==> config.mk <==
export PLATFORM = sky130hd
export DESIGN_NAME = prod_accumulator
export DESIGN_NICKNAME = d
export VERILOG_FILES = /design/src/rtl/prod_accumulator.sv
export SDC_FILE = /design/constraint.sdc
export NUM_CORES = 1
export LEC_CHECK = 0
export BUFFER_PORTS_ARGS = -buffer_cell sky130_fd_sc_hd__buf_2
export CAP_MARGIN = 20
export CORE_ASPECT_RATIO = 0.75
export CORE_MARGIN = 2
export CORE_UTILIZATION = 54
export DETAILED_ROUTE_END_ITERATION = 7
export HOLD_SLACK_MARGIN = 0.08
export PLACE_DENSITY = 0.78
export SLEW_MARGIN = 20
export SYNTH_ARGS = -nofsm -noshare
export SYNTH_HDL_FRONTEND = slang
export SYNTH_SLANG_ARGS = --single-unit
==> constraint.sdc <==
create_clock -name clk -period 12.4 [get_ports clk]
set_input_delay 0.62 -clock clk [delete_from_list [all_inputs] [get_ports clk]]
set_output_delay 0.62 -clock clk [all_outputs]
set_load 0.02 [all_outputs]
==> src/rtl/prod_accumulator.sv <==
// rtl/prod_accumulator.sv - burst accumulator behind the 32x32 multiplier.
// Optional clamp-on-overflow behaviour: define PROD_ACC_SAT_EN.
module prod_accumulator #(
  parameter int PROD_W  = 64,
  parameter int GUARD_W = 8,
  parameter int CNT_W   = 16
) (
  input  logic                      clk,
  input  logic                      rst,
  input  logic                      clr,
  input  logic                      in_valid,
  output logic                      in_ready,
  input  logic [PROD_W-1:0]         in_prod,
  input  logic                      in_last,
  output logic                      out_valid,
  input  logic                      out_ready,
  output logic [PROD_W+GUARD_W-1:0] out_acc,
  output logic [CNT_W-1:0]          out_count,
  output logic                      out_ovf
);

  localparam int ACC_W = PROD_W + GUARD_W;

  typedef enum logic {IDLE, ACCUM} state_t;

  state_t             state, state_nxt;
  logic [ACC_W-1:0]   acc, acc_base, acc_n;
  logic [CNT_W-1:0]   count, cnt_base, cnt_n;
  logic               ovf, ovf_base, ovf_n;
  logic [ACC_W:0]     sum;
  logic               carry;
  logic               accept;

  assign in_ready = !clr && (!out_valid || out_ready);
  assign accept   = in_valid && in_ready;

  always_ff @(posedge clk or posedge rst) begin
    if (rst) state <= IDLE;
    else     state <= state_nxt;
  end

  always_comb begin
    state_nxt = state;
    if (clr)
      state_nxt = IDLE;
    else if (accept)
      state_nxt = in_last ? IDLE : ACCUM;
  end

  // A burst always starts from zero when no beat has been absorbed yet.
  always_comb begin
    acc_base = '0;
    cnt_base = '0;
    ovf_base = 1'b0;
    if (state == ACCUM) begin
      acc_base = acc;
      cnt_base = count;
      ovf_base = ovf;
    end
  end

  assign sum   = {1'b0, acc_base} + {{(GUARD_W + 1){1'b0}}, in_prod};
  assign carry = sum[ACC_W];

`ifdef PROD_ACC_SAT_EN
  // Once clamped, any further non-zero beat carries again, so the clamp persists.
  assign acc_n = carry ? {ACC_W{1'b1}} : sum[ACC_W-1:0];
`else
  assign acc_n = sum[ACC_W-1:0];
`endif

  assign cnt_n = (&cnt_base) ? cnt_base : cnt_base + {{(CNT_W - 1){1'b0}}, 1'b1};
  assign ovf_n = ovf_base | carry;

  always_ff @(posedge clk or posedge rst) begin
    if (rst) begin
      acc   <= '0;
      count <= '0;
      ovf   <= 1'b0;
    end else if (clr || (accept && in_last)) begin
      acc   <= '0;
      count <= '0;
      ovf   <= 1'b0;
    end else if (accept) begin
      acc   <= acc_n;
      count <= cnt_n;
      ovf   <= ovf_n;
    end
  end

  // Output holding stage; a consumed result can be replaced in the same cycle.
  always_ff @(posedge clk or posedge rst) begin
    if (rst) begin
      out_valid <= 1'b0;
      out_acc   <= '0;
      out_count <= '0;
      out_ovf   <= 1'b0;
    end else if (accept && in_last) begin
      out_valid <= 1'b1;
      out_acc   <= acc_n;
      out_count <= cnt_n;
      out_ovf   <= ovf_n;
    end else if (out_ready) begin
      out_valid <= 1'b0;
    end
  end

endmodule

== Word-level counts from Yosys, hierarchy flattened ==
Cells that the tools add are included.

* Flip-flop bits (word level): 180

* $add $sub $neg: 2
* Reductions and logical operators: 11
* Bitwise gates (word level): 1
* Muxes and demuxes: 15

{| class="wikitable"
|+ Operators by type and width
! operator !! count
|-
| 72-bit 2-to-1 mux || 3
|-
| 72-bit by 64-bit adder with 73-bit output || 1
|-
| 16-bit 2-to-1 mux || 4
|-
| 16-bit by 1-bit adder with 16-bit output, second input constant || 1
|-
| 16-bit AND reduction || 1
|-
| 1-bit 2-to-1 mux || 8
|-
| 2-bit nonzero test || 3
|-
| 1-bit logical AND || 3
|-
| 1-bit zero test || 2
|-
| 1-bit logical OR || 2
|-
| 1-bit OR || 1
|}

== Longest topological paths before layout ==
Gate-level depths: netlist of run 1.

* Depth after elaboration: 7
* Gate-level depth with buffers: 17

== Worst setup path before layout of run 1 ==
No wires, ideal clock.

* Path kind: reg-to-reg
* From: register state
* To: register out_acc[62]
* Setup time: 0.125 ns
* Path buffers: 4
* Required time: 12.275 ns
* Path slack: 8.411 ns
* Arrival: 3.864 ns
* Period minus slack after synthesis: 3.989 ns
* Stages on the path, launching flop included: 18
* Path through: dfrtp_1 buf_2 clkbuf_1 clkbuf_1 clkbuf_1 and2_1 ha_1 fa_1 a21o_1 a221oi_4 or4_1 nand4_2 a21oi_4 o21ai_2 a211o_1 a221o_1 xor2_1 mux2_4

* Longest elaborated chain between the ends: 2

{| class="wikitable"
|+ Ends and longest elaborated chain
! item !! RTL line !! source
|-
| start: declaration || 26 || <nowiki>state_t state, state_nxt;</nowiki>
|-
| start signal: assignment || 39 || <nowiki>else state <= state_nxt;</nowiki>
|-
| 72-bit 2-to-1 mux || 55 || <nowiki>if (state == ACCUM) begin</nowiki>
|-
| 72-bit by 64-bit adder with 73-bit output || 62 || <nowiki>assign sum = {1'b0, acc_base} + {{(GUARD_W + 1){1'b0}}, in_prod};</nowiki>
|-
| end signal: assignment || 100 || <nowiki>out_acc <= acc_n;</nowiki>
|-
| end: declaration || 17 || <nowiki>output logic [PROD_W+GUARD_W-1:0] out_acc,</nowiki>
|}

Every way passes these cells.
A chain may end at the register's enable or synchronous reset.

== Final worst setup path of run 1 ==
* From: register state
* To: register out_ovf

* Longest elaborated chain between the ends: 3
* Elaborated cells on any way between the ends: 4
* Those cells by class: add/sub: 1; mux: 2; bitwise: 1

{| class="wikitable"
|+ Ends and longest elaborated chain
! item !! RTL line !! source
|-
| 72-bit 2-to-1 mux || 55 ||
|-
| 72-bit by 64-bit adder with 73-bit output || 62 ||
|-
| 1-bit OR (*) || 73 || <nowiki>assign ovf_n = ovf_base | carry;</nowiki>
|-
| end signal: assignment || 102 || <nowiki>out_ovf <= ovf_n;</nowiki>
|-
| end: declaration || 19 || <nowiki>output logic out_ovf</nowiki>
|}

Every way passes the cells marked *; elsewhere a longest branch is shown, timed or not.

==> reports/results.txt, run 1 <==
Outcome: completed
Routed wl met2: 13,400 um
GPL Wtd Cong: 0.939
Global-route usage over all layers: 0.279
Area contributors post-synth: dfrtp_1 39%, nand2_1 9.1%, ha_1 7.1%, a22o_1 5.0%, and2_1 4.0%
CP endpoint kind: flop
Inserted Diodes: 0
Metal3 WL: 2160 um
Post-synth EDFFs: 0
Initial antenna violation count: 0
Top layer in use: met4
Hpwl dp: 22,200 um
CP Max Fanout: 63
CTS clock-pin slew for the worst setup and hold paths: 0.07 ns
Routed Antenna Nets: 0
Logic gate share of total power: 0.200
IO Port Bufs: 160
Crit path kind: flop to flop
# rows: 46
Final WL: 31,300 um
Commonest non-fill, non-tap cell in the layout: nand2_1
Number of buffers created by CTS: 17
Total number of vias: 10,300
Root buffer cell: clkbuf_16
Synthesis-to-finish area growth: 13.4%
Synth top area share: 0.391
Int Pwr: 0.00105 W
Synth Net Count: 1,463
Mapped Cells: 1,327
Met1 Routed Length: 15,300 um
Async SR Flop Fraction: 1.00
Slew margin rel.: 0.353
Peak Freq: 230 MHz
Switching Share: 0.318
RSZ-0062 raised after global routing: false
Largest net degree at the start of global routing: 106
# DRC: 0
GRT Residual Overflow: 0
Net switching power: 0.000489 W
Clk_skew: 0.0132 ns
Tcrit/Tclk final: 0.350
Die area: 22,600 sq um
Vias in the first global route: 9,640
First-pass GRT wire length: 50,600 um
CTS Sinks: 180
Die height: 131 um
Setup violators final: 0
Hold buffers post-CTS: 0
CTS max path bufs: 2
Final Hold Fails: 0
CTS tree: built
Hold/Removal Path Class: input port to asynchronous set/reset pin
Tmin final: 4.34 ns
Final setup TNS: 0 ns
DRT iter0 DRCs: 1,137
Cell taking the most area after synthesis: dfrtp_1
Post-CTS Setup Bufs: 0
Clock network power share: 0.363
Worst slew pin tran: 0.971 ns
Post-Syn Area: 11,500 sq um
Startpoint types: flop
Die width: 173 um
Cell Pwr Density: 118 nW/um^2
Share of layout cells above drive strength 1: 0.166
Critical Path RT: 12.76 ns
First-pass DRT Iterations: 6
Filler Cell Count: 1,817
Core Area: 21,100 sq um
Register bit count reported by yosys: 180
WHS: 0.357 ns
Main synth FF type: dfrtp_1
Core occupancy in the finished layout: 0.621
Synth cell types: 72
Worst-Skew Late Latency: 0.44 ns
Ports: 161
Max-cap violations: 0
# H-tree levels: 4
Most frequent cells in the layout: 280 x nand2_1, 179 x dfrtp_1, 160 x buf_2
Syn Area/Cell: 8.69 sq um
Maximum vdd drop: 98.5 uV
Max Slew Vio Count: 0
Initial Utilization: 0.547
Via density: 5.93
Sequential share of the synthesized area: 0.391
Cell leakage power: 6.51 nW
Sequential fraction of design power: 0.437
CTS resizes: 0
# nets final: 1,574
R2r worst-path depth: 12
Synth Warn #: 0
Routed len/inst: 18.0 um
Arrival @ worst endpoint: 4.70 ns
worst max-delay path, cell delays in order (launching register included):
cell	delay (ns)
dfrtp_2	0.69
buf_4	0.61
and2_1	0.21
ha_1	0.19
nand2_1	0.15
nor4_2	0.36
and4b_1	0.27
a21boi_1	0.34
nor4b_2	0.13
nor4b_4	0.43
nor2_4	0.12
or4_1	0.57
a21oi_1	0.17
synthesized netlist by cell type, drive strengths merged, types with 29 or more instances:
| library cell | n |
|---|---|
| nand2 | 280 |
| nand3 | 35 |
| and2 | 76 |
| dfrtp | 180 |
| xnor2 | 42 |
| clkbuf | 57 |
| a21oi | 81 |
| xor2 | 38 |
| a22o | 66 |
| nor2 | 65 |
| o21ai | 91 |
| ha | 65 |
| a21o | 29 |
kinds of logic (layout without fill, tap and decap cells):
logic type | Yosys count | in the layout | synth area share
XOR/XNOR | 80 | 80 | 0.0608
multiplexers | 18 | 18 | 0.0177
AO/OA/AOI/OAI | 350 | 350 | 0.205
buffers and inverters | 94 | 218 | 0.0319
adder cells (fa/ha/maj) | 66 | 66 | 0.0723
flip-flops | 180 | 180 | 0.391
AND/OR/NAND/NOR | 539 | 539 | 0.222
routing by layer:
metal | GRT usage | up-vias
met4 | 0.0638 | 0
met2 | 0.422 | 407
li1 | - | 4931
met3 | 0.0524 | 45
met5 | 0 | -
met1 | 0.417 | 4931
power groups by stage:
stage,registers [W],clock network [W],logic [W]
after floorplan,0.000736,0,0.000149
after global placement,0.000682,0,0.000303
after detailed placement,0.000683,0,0.000307
after CTS,0.000673,0.000566,0.000309
after global routing,0.000680,0.000590,0.000337
final,0.000673,0.000559,0.000309
final cells by class:
| class | count | area, sq um | share of cell area |
|---|---|---|---|
| clock inverter | 11 | 116 | 0.00890 |
| multi-input combinational | 1053 | 6690 | 0.512 |
| clock buffer | 21 | 480 | 0.0367 |
| inverter | 20 | 80.1 | 0.00612 |
| sequential | 180 | 4510 | 0.344 |
| tap | 288 | 360 | 0.0275 |
| timing repair buffer | 166 | 846 | 0.0647 |
state kept, by name (all words and copies together) (netlist names):
name and cells:
out_valid 1, out_acc 72, count 16, out_ovf 1
acc 72, out_count 16, ovf 1, state 1
through the flow:
step           setup WS (ns)  instance area [sq um]  instances  total power, W
6_report                8.06                  13100       1739         0.00154
3_5_place_dp            8.08                  12500       1707        0.000990
5_1_grt                 7.72                  13100       1739         0.00161
4_1_cts                 8.06                  13100       1739         0.00155
3_3_place_gp            8.18                  12500       1707        0.000985
2_1_floorplan           6.89                  11500       1327        0.000884
path summary, 6_finish.rpt:
kind | slack, ns | to | startpoint
max in group asynchronous | 10.53 | out_acc[37]$_DFFE_PP0P_ | rst
worst min register to register | 0.47 | out_acc[51]$_DFFE_PP0P_ | out_acc[51]$_DFFE_PP0P_
worst max-delay path | 8.06 | out_ovf$_DFFE_PP0P_ | state$_DFFE_PP0P_
min in group clk | 0.47 | out_acc[51]$_DFFE_PP0P_ | out_acc[51]$_DFFE_PP0P_
worst min-delay path | 0.36 | acc[7]$_DFFE_PP0P_ | rst
worst max register to register | 8.06 | out_ovf$_DFFE_PP0P_ | state$_DFFE_PP0P_
No activity file was read; power rests on OpenSTA's default activity.
==> run 2: changes to the inputs <==
- CORE_UTILIZATION: 54 -> 53
- PLACE_DENSITY: 0.78 -> 0.79
- clock period: 12.4 -> 3.64 ns (I/O delays scaled with it)
==> run 2 against run 1 <==
Against the previous run: via count up 8.4%; sequential share of layout area down 3.7 points; global-route usage up 2.5 points; non-clock buffer count up 152; sequential power rose to 3.4 times the previous value; die area up 1.8%; flip-flop and latch count unchanged; the flow now finishes with violations (setup timing).
==> reports/results.txt, run 2 (synthesized netlist as in run 1, its figures left out) <==
Cell Pwr Density: 370 nW/um^2 (+210%)
Worst path most repeated cell: buf_4
Tcrit/Tclk final: 1.01 (+0.660)
Global-route usage over all layers: 0.304 (+0.0252)
Die height: 132 um (+0.91%)
Top layer in use: met4
Crit-path cells: buf_4 > and2_1 > ha_1 > buf_4 > nand2_1 > nor4_2 > o21ai_2 > a21boi_2 > nor4b_2 > buf_4 > nor4b_4 > nor2_4 > buf_6 > or4_4 > a21oi_2
Synthesis-to-finish area growth: 27.3%
Slowest-stage cell, CP: dfrtp_4
RSZ-0062 raised after global routing: true
Worst reg2reg startpoint: state$_DFFE_PP0P_
# rows: 46 (unchanged)
Setup crit start: state$_DFFE_PP0P_
Net switching power: 0.00174 W (+260%)
First-pass GRT wire length: 56,200 um (+11%)
DRT iter0 DRCs: 1,270 (+12%)
CP Max Fanout: 9 (-86%)
Worst slew pin tran: 0.945 ns (-0.0257 ns)
Vias in the first global route: 10,500 (+8.8%)
Hold/Removal Path Class: input port to flop
Inserted Diodes: 0 (unchanged)
Root buffer cell: clkbuf_16
R2r worst-path depth: 15 (+3)
Largest registers: acc (72), out_acc (72)
Slew margin rel.: 0.370 (+0.0171)
GPL Wtd Cong: 0.937 (-0.18%)
Initial antenna violation count: 0 (unchanged)
Maximum vdd drop: 326 uV (+230%)
Via density: 5.91 (-0.30%)
Critical Path RT: 4.01 ns (-8.75 ns)
Die area: 23,000 sq um (+1.8%)
Final WL: 35,100 um (+12%)
Crit path kind: flop to flop
Commonest non-fill, non-tap cell in the layout: nand2_1
Clock network power share: 0.356 (-0.007)
Failing checks: setup timing
Number of buffers created by CTS: 17 (unchanged)
Worst hold endpoint: out_acc[1]$_DFFE_PP0P_
Reg2Reg Setup Slack: -0.04 ns (-8.09 ns)
First-pass DRT Iterations: 5 (-1)
Final worst slack: -0.0390 ns (-8.09 ns)
Final setup TNS: -0.111 ns (-0.111 ns)
Clk_skew: 0.0170 ns (+0.00384 ns)
Core occupancy in the finished layout: 0.691 (+0.0702)
Startpoint types: flop
Critical R2R Capture: out_ovf$_DFFE_PP0P_
Max-cap violations: 0 (unchanged)
Cell leakage power: 7.29 nW (+12%)
Final Hold Fails: 0 (unchanged)
Metal3 WL: 2880 um (+33%)
Worst-Skew Late Latency: 0.45 ns (about the same)
Setup slack at placement: -0.215 ns (-8.30 ns)
GRT Residual Overflow: 0 (unchanged)
Switching Share: 0.320 (+0.00279)
Tmin final: 3.68 ns (-0.666 ns)
Initial Utilization: 0.543 (-0.00445)
Max Slew Vio Count: 0 (unchanged)
Ports: 161 (unchanged)
# H-tree levels: 4 (unchanged)
Sequential fraction of design power: 0.422 (-0.015)
Int Pwr: 0.00369 W (+250%)
Peak Freq: 272 MHz (+18%)
Die width: 174 um (+0.92%)
Hold path depth: 4
Total number of vias: 11,200 (+8.4%)
CTS Sinks: 180 (unchanged)
Most frequent cells in the layout: 279 x nand2_1, 179 x dfrtp_1, 160 x buf_2
Largest net degree at the start of global routing: 79 (-25%)
Core Area: 21,200 sq um (+0.82%)
CTS tree: built
Routed wl met2: 15,300 um (+14%)
# nets final: 1,726 (+9.7%)
IO Port Bufs: 160 (unchanged)
# DRC: 0 (unchanged)
CP endpoint kind: flop
Hold Crit Start: in_prod[1]
Logic gate share of total power: 0.222 (+0.022)
Routed len/inst: 18.5 um (+3.1%)
Hpwl dp: 24,800 um (+12%)
Routed Antenna Nets: 0 (unchanged)
Met1 Routed Length: 16,400 um (+7.2%)
Arrival @ worst endpoint: 4.05 ns (-0.65 ns)
Outcome: finished, violations left
CTS clock-pin slew for the worst setup and hold paths: 0.07 ns (about the same)
Setup violators final: 4 (+4)
CTS max path bufs: 2 (unchanged)
Share of layout cells above drive strength 1: 0.279 (+0.113)
Slowest stage delay, CP: 0.55 ns (-0.14 ns)
[run 2: cell count changes in the layout (fill, tap and decap cells not counted), moves of 4 or more]
cell,before,now
a21oi_2,1,11
buf_4,6,150
ha_1,65,50
ha_4,0,12
o21ai_0,76,66
a21oi_1,78,68
o21ai_1,13,17
o21ai_2,2,6
[run 2: power by group through the flow]
| stage | clock, W | combinational [W] | sequential (W) |
|---|---|---|---|
| 2_1_floorplan | 0 | 0.000514 | 0.00251 |
| 3_3_place_gp | 0 | 0.00113 | 0.00232 |
| 3_5_place_dp | 0 | 0.00115 | 0.00233 |
| 4_1_cts | 0.00195 | 0.00118 | 0.00229 |
| 5_1_grt | 0.00203 | 0.00130 | 0.00232 |
| 6_report | 0.00194 | 0.00121 | 0.00230 |
[run 2: metrics by stage]
stage	hold WS (ns)	total power, W	area [sq um]	instances
after floorplan	0.362	0.00302	11600	1327
after global placement	0.397	0.00345	13500	1839
after detailed placement	0.390	0.00347	13500	1839
after CTS	0.187	0.00542	14400	1881
after global routing	0.208	0.00565	14700	1891
final	0.191	0.00544	14700	1891
[run 2: worst max-delay path: cells and delay by family, from the launching register on]
family,cells,cell delay (ns)
and+or+nand+nor,7,1.65
adders and majority gates,1,0.28
buffers and inverters,4,0.65
AOI/OAI and AO/OA,3,0.47
DFF,1,0.55
[run 2: worst max path at each step]
stage / to / slack [ns] / depth (start not counted)
finish: out_ovf$_DFFE_PP0P_ / -0.04 / 15
floorplan: out_acc[62]$_DFFE_PP0P_ / -0.23 / 17
global placement: out_ovf$_DFFE_PP0P_ / -0.06 / 16
detailed placement: out_ovf$_DFFE_PP0P_ / -0.21 / 14
CTS: out_acc[60]$_DFFE_PP0P_ / -0.04 / 15
global route: out_ovf$_DFFE_PP0P_ / -0.13 / 15
[run 2: routing by layer]
metal,vias to the layer above,track usage
met5,-,0
met4,0,0.0686
met3,47,0.0531
met2,535,0.446
met1,5365,0.468
li1,5235,-
[run 2: repair_timing]
item                                    CTS  global route
pin swaps                                15            16
endpoints found under the setup margin   14            47
hold buffers                              3             0
cloned                                    0             0
resized for setup                        34            47
buffers inserted                          7            10
hold endpoints to repair                 36             0
[run 2: final cells by class]
type / count / area, sq um
clock buffers: 19 / 443
fillers: 1668 / 6560
well taps: 288 / 360
inverters: 20 / 78.8
repair buffers: 318 / 2040
clock inverters: 13 / 150
multi-input cells: 1053 / 7100
flip-flops and latches: 180 / 4510
==> run 3: changes to the inputs <==
- CORE_ASPECT_RATIO: 0.75 -> 0.9
==> run 3 against run 2 <==
Against the previous run: the flow now finishes without violations; wire length shrank 5.5%; sequential power barely moved; flip-flop and latch count did not move; combinational power fell by 3%; worst setup slack improved by 0.11 ns; first-iteration DRC count down 25%; global-route usage down 1.9 points; critical endpoint is now ovf$_DFFE_PP0P_; highest routed layer unchanged.
==> reports/results.txt, run 3 (synthesized netlist as in run 1, its figures left out) <==
Routed len/inst: 18.0 um (-3.0%)
First-pass GRT wire length: 52,800 um (-6.0%)
CP Max Fanout: 7 (-2)
Initial Utilization: 0.536 (-0.00673)
Routed Antenna Nets: 0 (unchanged)
Metal3 WL: 1930 um (-33%)
Routed wl met2: 15,100 um (-0.77%)
GPL Wtd Cong: 0.933 (-0.46%)
Maximum vdd drop: 309 uV (-5.2%)
Hpwl dp: 24,000 um (-3.5%)
Logic gate share of total power: 0.219 (-0.003)
Slew margin rel.: 0.477 (+0.107)
WHS: 0.197 ns (+0.00599 ns)
Die width: 159 um (-8.5%)
Met1 Routed Length: 15,500 um (-5.6%)
Peak Freq: 280 MHz (+2.9%)
Largest registers: acc (72), out_acc (72)
Max-cap violations: 0 (unchanged)
Hold/Removal Path Class: input port to flop
DRT iter0 DRCs: 955 (-25%)
Number of buffers created by CTS: 17 (unchanged)
Critical Path RT: 4.01 ns (about the same)
Arrival @ worst endpoint: 3.94 ns (-0.11 ns)
Tmin final: 3.57 ns (-0.105 ns)
Top layer in use: met4
Int Pwr: 0.00366 W (-1.0%)
Worst slew pin tran: 0.783 ns (-0.162 ns)
Clock network power share: 0.352 (-0.004)
Tcrit/Tclk final: 0.982 (-0.0289)
Ports: 161 (unchanged)
Die height: 144 um (+9.3%)
CTS tree: built
Switching Share: 0.317 (-0.00360)
Total number of vias: 10,800 (-3.4%)
Final Hold Fails: 0 (unchanged)
Net switching power: 0.00170 W (-2.6%)
Worst-Skew Late Latency: 0.45 ns (about the same)
# DRC: 0 (unchanged)
Max Slew Vio Count: 0 (unchanged)
Cell leakage power: 7.05 nW (-3.2%)
CTS clock-pin slew for the worst setup and hold paths: 0.07 ns (about the same)
Share of layout cells above drive strength 1: 0.267 (-0.0121)
Largest net degree at the start of global routing: 85 (+7.6%)
# nets final: 1,675 (-3.0%)
Cell Area, Placed: 13,200 sq um (-2.3%)
Sequential fraction of design power: 0.428 (+0.006)
# H-tree levels: 4 (unchanged)
Design Area, Final: 14,400 sq um (-1.9%)
# rows: 51 (+11%)
Global-route usage over all layers: 0.285 (-0.0186)
Die area: 23,000 sq um (about the same)
CTS Sinks: 180 (unchanged)
CP endpoint kind: flop
Core Area: 21,500 sq um (+1.3%)
Commonest non-fill, non-tap cell in the layout: nand2_1
Clk_skew: 0.0137 ns (-0.00330 ns)
Root buffer cell: clkbuf_16
R2r worst-path depth: 15 (unchanged)
First-pass DRT Iterations: 6 (+1)
Hold path depth: 4 (unchanged)
IO Port Bufs: 160 (unchanged)
Initial antenna violation count: 1 (+1)
Most frequent cells in the layout: 277 x nand2_1, 179 x dfrtp_1, 161 x buf_2
CTS max path bufs: 2 (unchanged)
Synthesis-to-finish area growth: 24.9%
Setup violators final: 0 (-4)
Final setup TNS: 0 ns (+0.111 ns)
Crit path kind: flop to flop
Startpoint types: flop
Filler Cell Count: 1,715 (+2.8%)
Final WL: 33,200 um (-5.5%)
RSZ-0062 raised after global routing: true
Cell Pwr Density: 372 nW/um^2 (+0.38%)
Vias in the first global route: 10,200 (-2.6%)
Via density: 5.86 (-0.91%)
Outcome: completed
GRT Residual Overflow: 0 (unchanged)
-- run 3: final timing paths --
kind	startpoint	endpoint	slack, ns
worst max-delay path	state$_DFFE_PP0P_	ovf$_DFFE_PP0P_	0.07
worst min-delay path	in_prod[1]	out_acc[1]$_DFFE_PP0P_	0.20
worst max register to register	state$_DFFE_PP0P_	ovf$_DFFE_PP0P_	0.07
worst min register to register	out_acc[45]$_DFFE_PP0P_	out_acc[45]$_DFFE_PP0P_	0.47
max in group asynchronous	rst	out_acc[38]$_DFFE_PP0P_	2.32
min in group asynchronous	rst	count[13]$_DFFE_PP0P_	0.43
-- run 3: metrics by stage --
step           instances  setup slack, ns  total power [W]  utilization
6_report            1844           0.0663          0.00535        0.670
5_1_grt             1844          -0.0797          0.00558        0.670
4_1_cts             1837          0.00278          0.00532        0.647
3_5_place_dp        1798          -0.0634          0.00344        0.615
3_3_place_gp        1798          -0.0113          0.00342        0.615
2_1_floorplan       1327           -0.227          0.00302            -
-- run 3: power by group through the flow --
stage,sequential [W],combinational [W],clock (W)
3_3_place_gp,0.00232,0.00110,0
4_1_cts,0.00229,0.00113,0.00190
3_5_place_dp,0.00233,0.00111,0
6_report,0.00229,0.00117,0.00189
5_1_grt,0.00232,0.00128,0.00198
2_1_floorplan,0.00251,0.000514,0
-- run 3: cell type report --
type,count,area [sq um],share of cell area
Multi-Input combinational cell,1053,7180,0.499
Sequential cell,180,4510,0.313
Timing Repair Buffer,267,1680,0.117
Clock buffer,20,437,0.0303
Tap cell,291,364,0.0253
Clock inverter,12,145,0.0101
Inverter,20,78.8,0.00547
Antenna cell,1,2.50,0.000174
-- run 3: worst max-delay path, cell delays in order (launching register included) --
cell	delay, ns
dfrtp_2	0.50
buf_12	0.16
buf_4	0.14
and2_1	0.16
ha_1	0.33
nand4_1	0.17
nor4_1	0.26
o21ai_1	0.11
buf_4	0.17
a21boi_4	0.19
nor4b_4	0.07
buf_4	0.17
nor4b_4	0.28
nor2_4	0.10
or4_4	0.56
o21ai_2	0.13
-- run 3: layer usage --
layer | track usage | vias to the layer above
met5 | 0 | -
li1 | - | 5121
met1 | 0.412 | 5209
met3 | 0.0433 | 51
met4 | 0.0914 | 0
met2 | 0.443 | 424
-- run 3: what timing repair did --
| action | 4_1_cts | 5_1_grt |
|---|---|---|
| resized for setup | 6 | 91 |
| gates cloned | 0 | 1 |
| pin swaps | 2 | 27 |
| hold buffers | 3 | 0 |
| hold endpoints to repair | 32 | 0 |
| setup endpoints to repair | 8 | 46 |
| setup buffers | 4 | 5 |
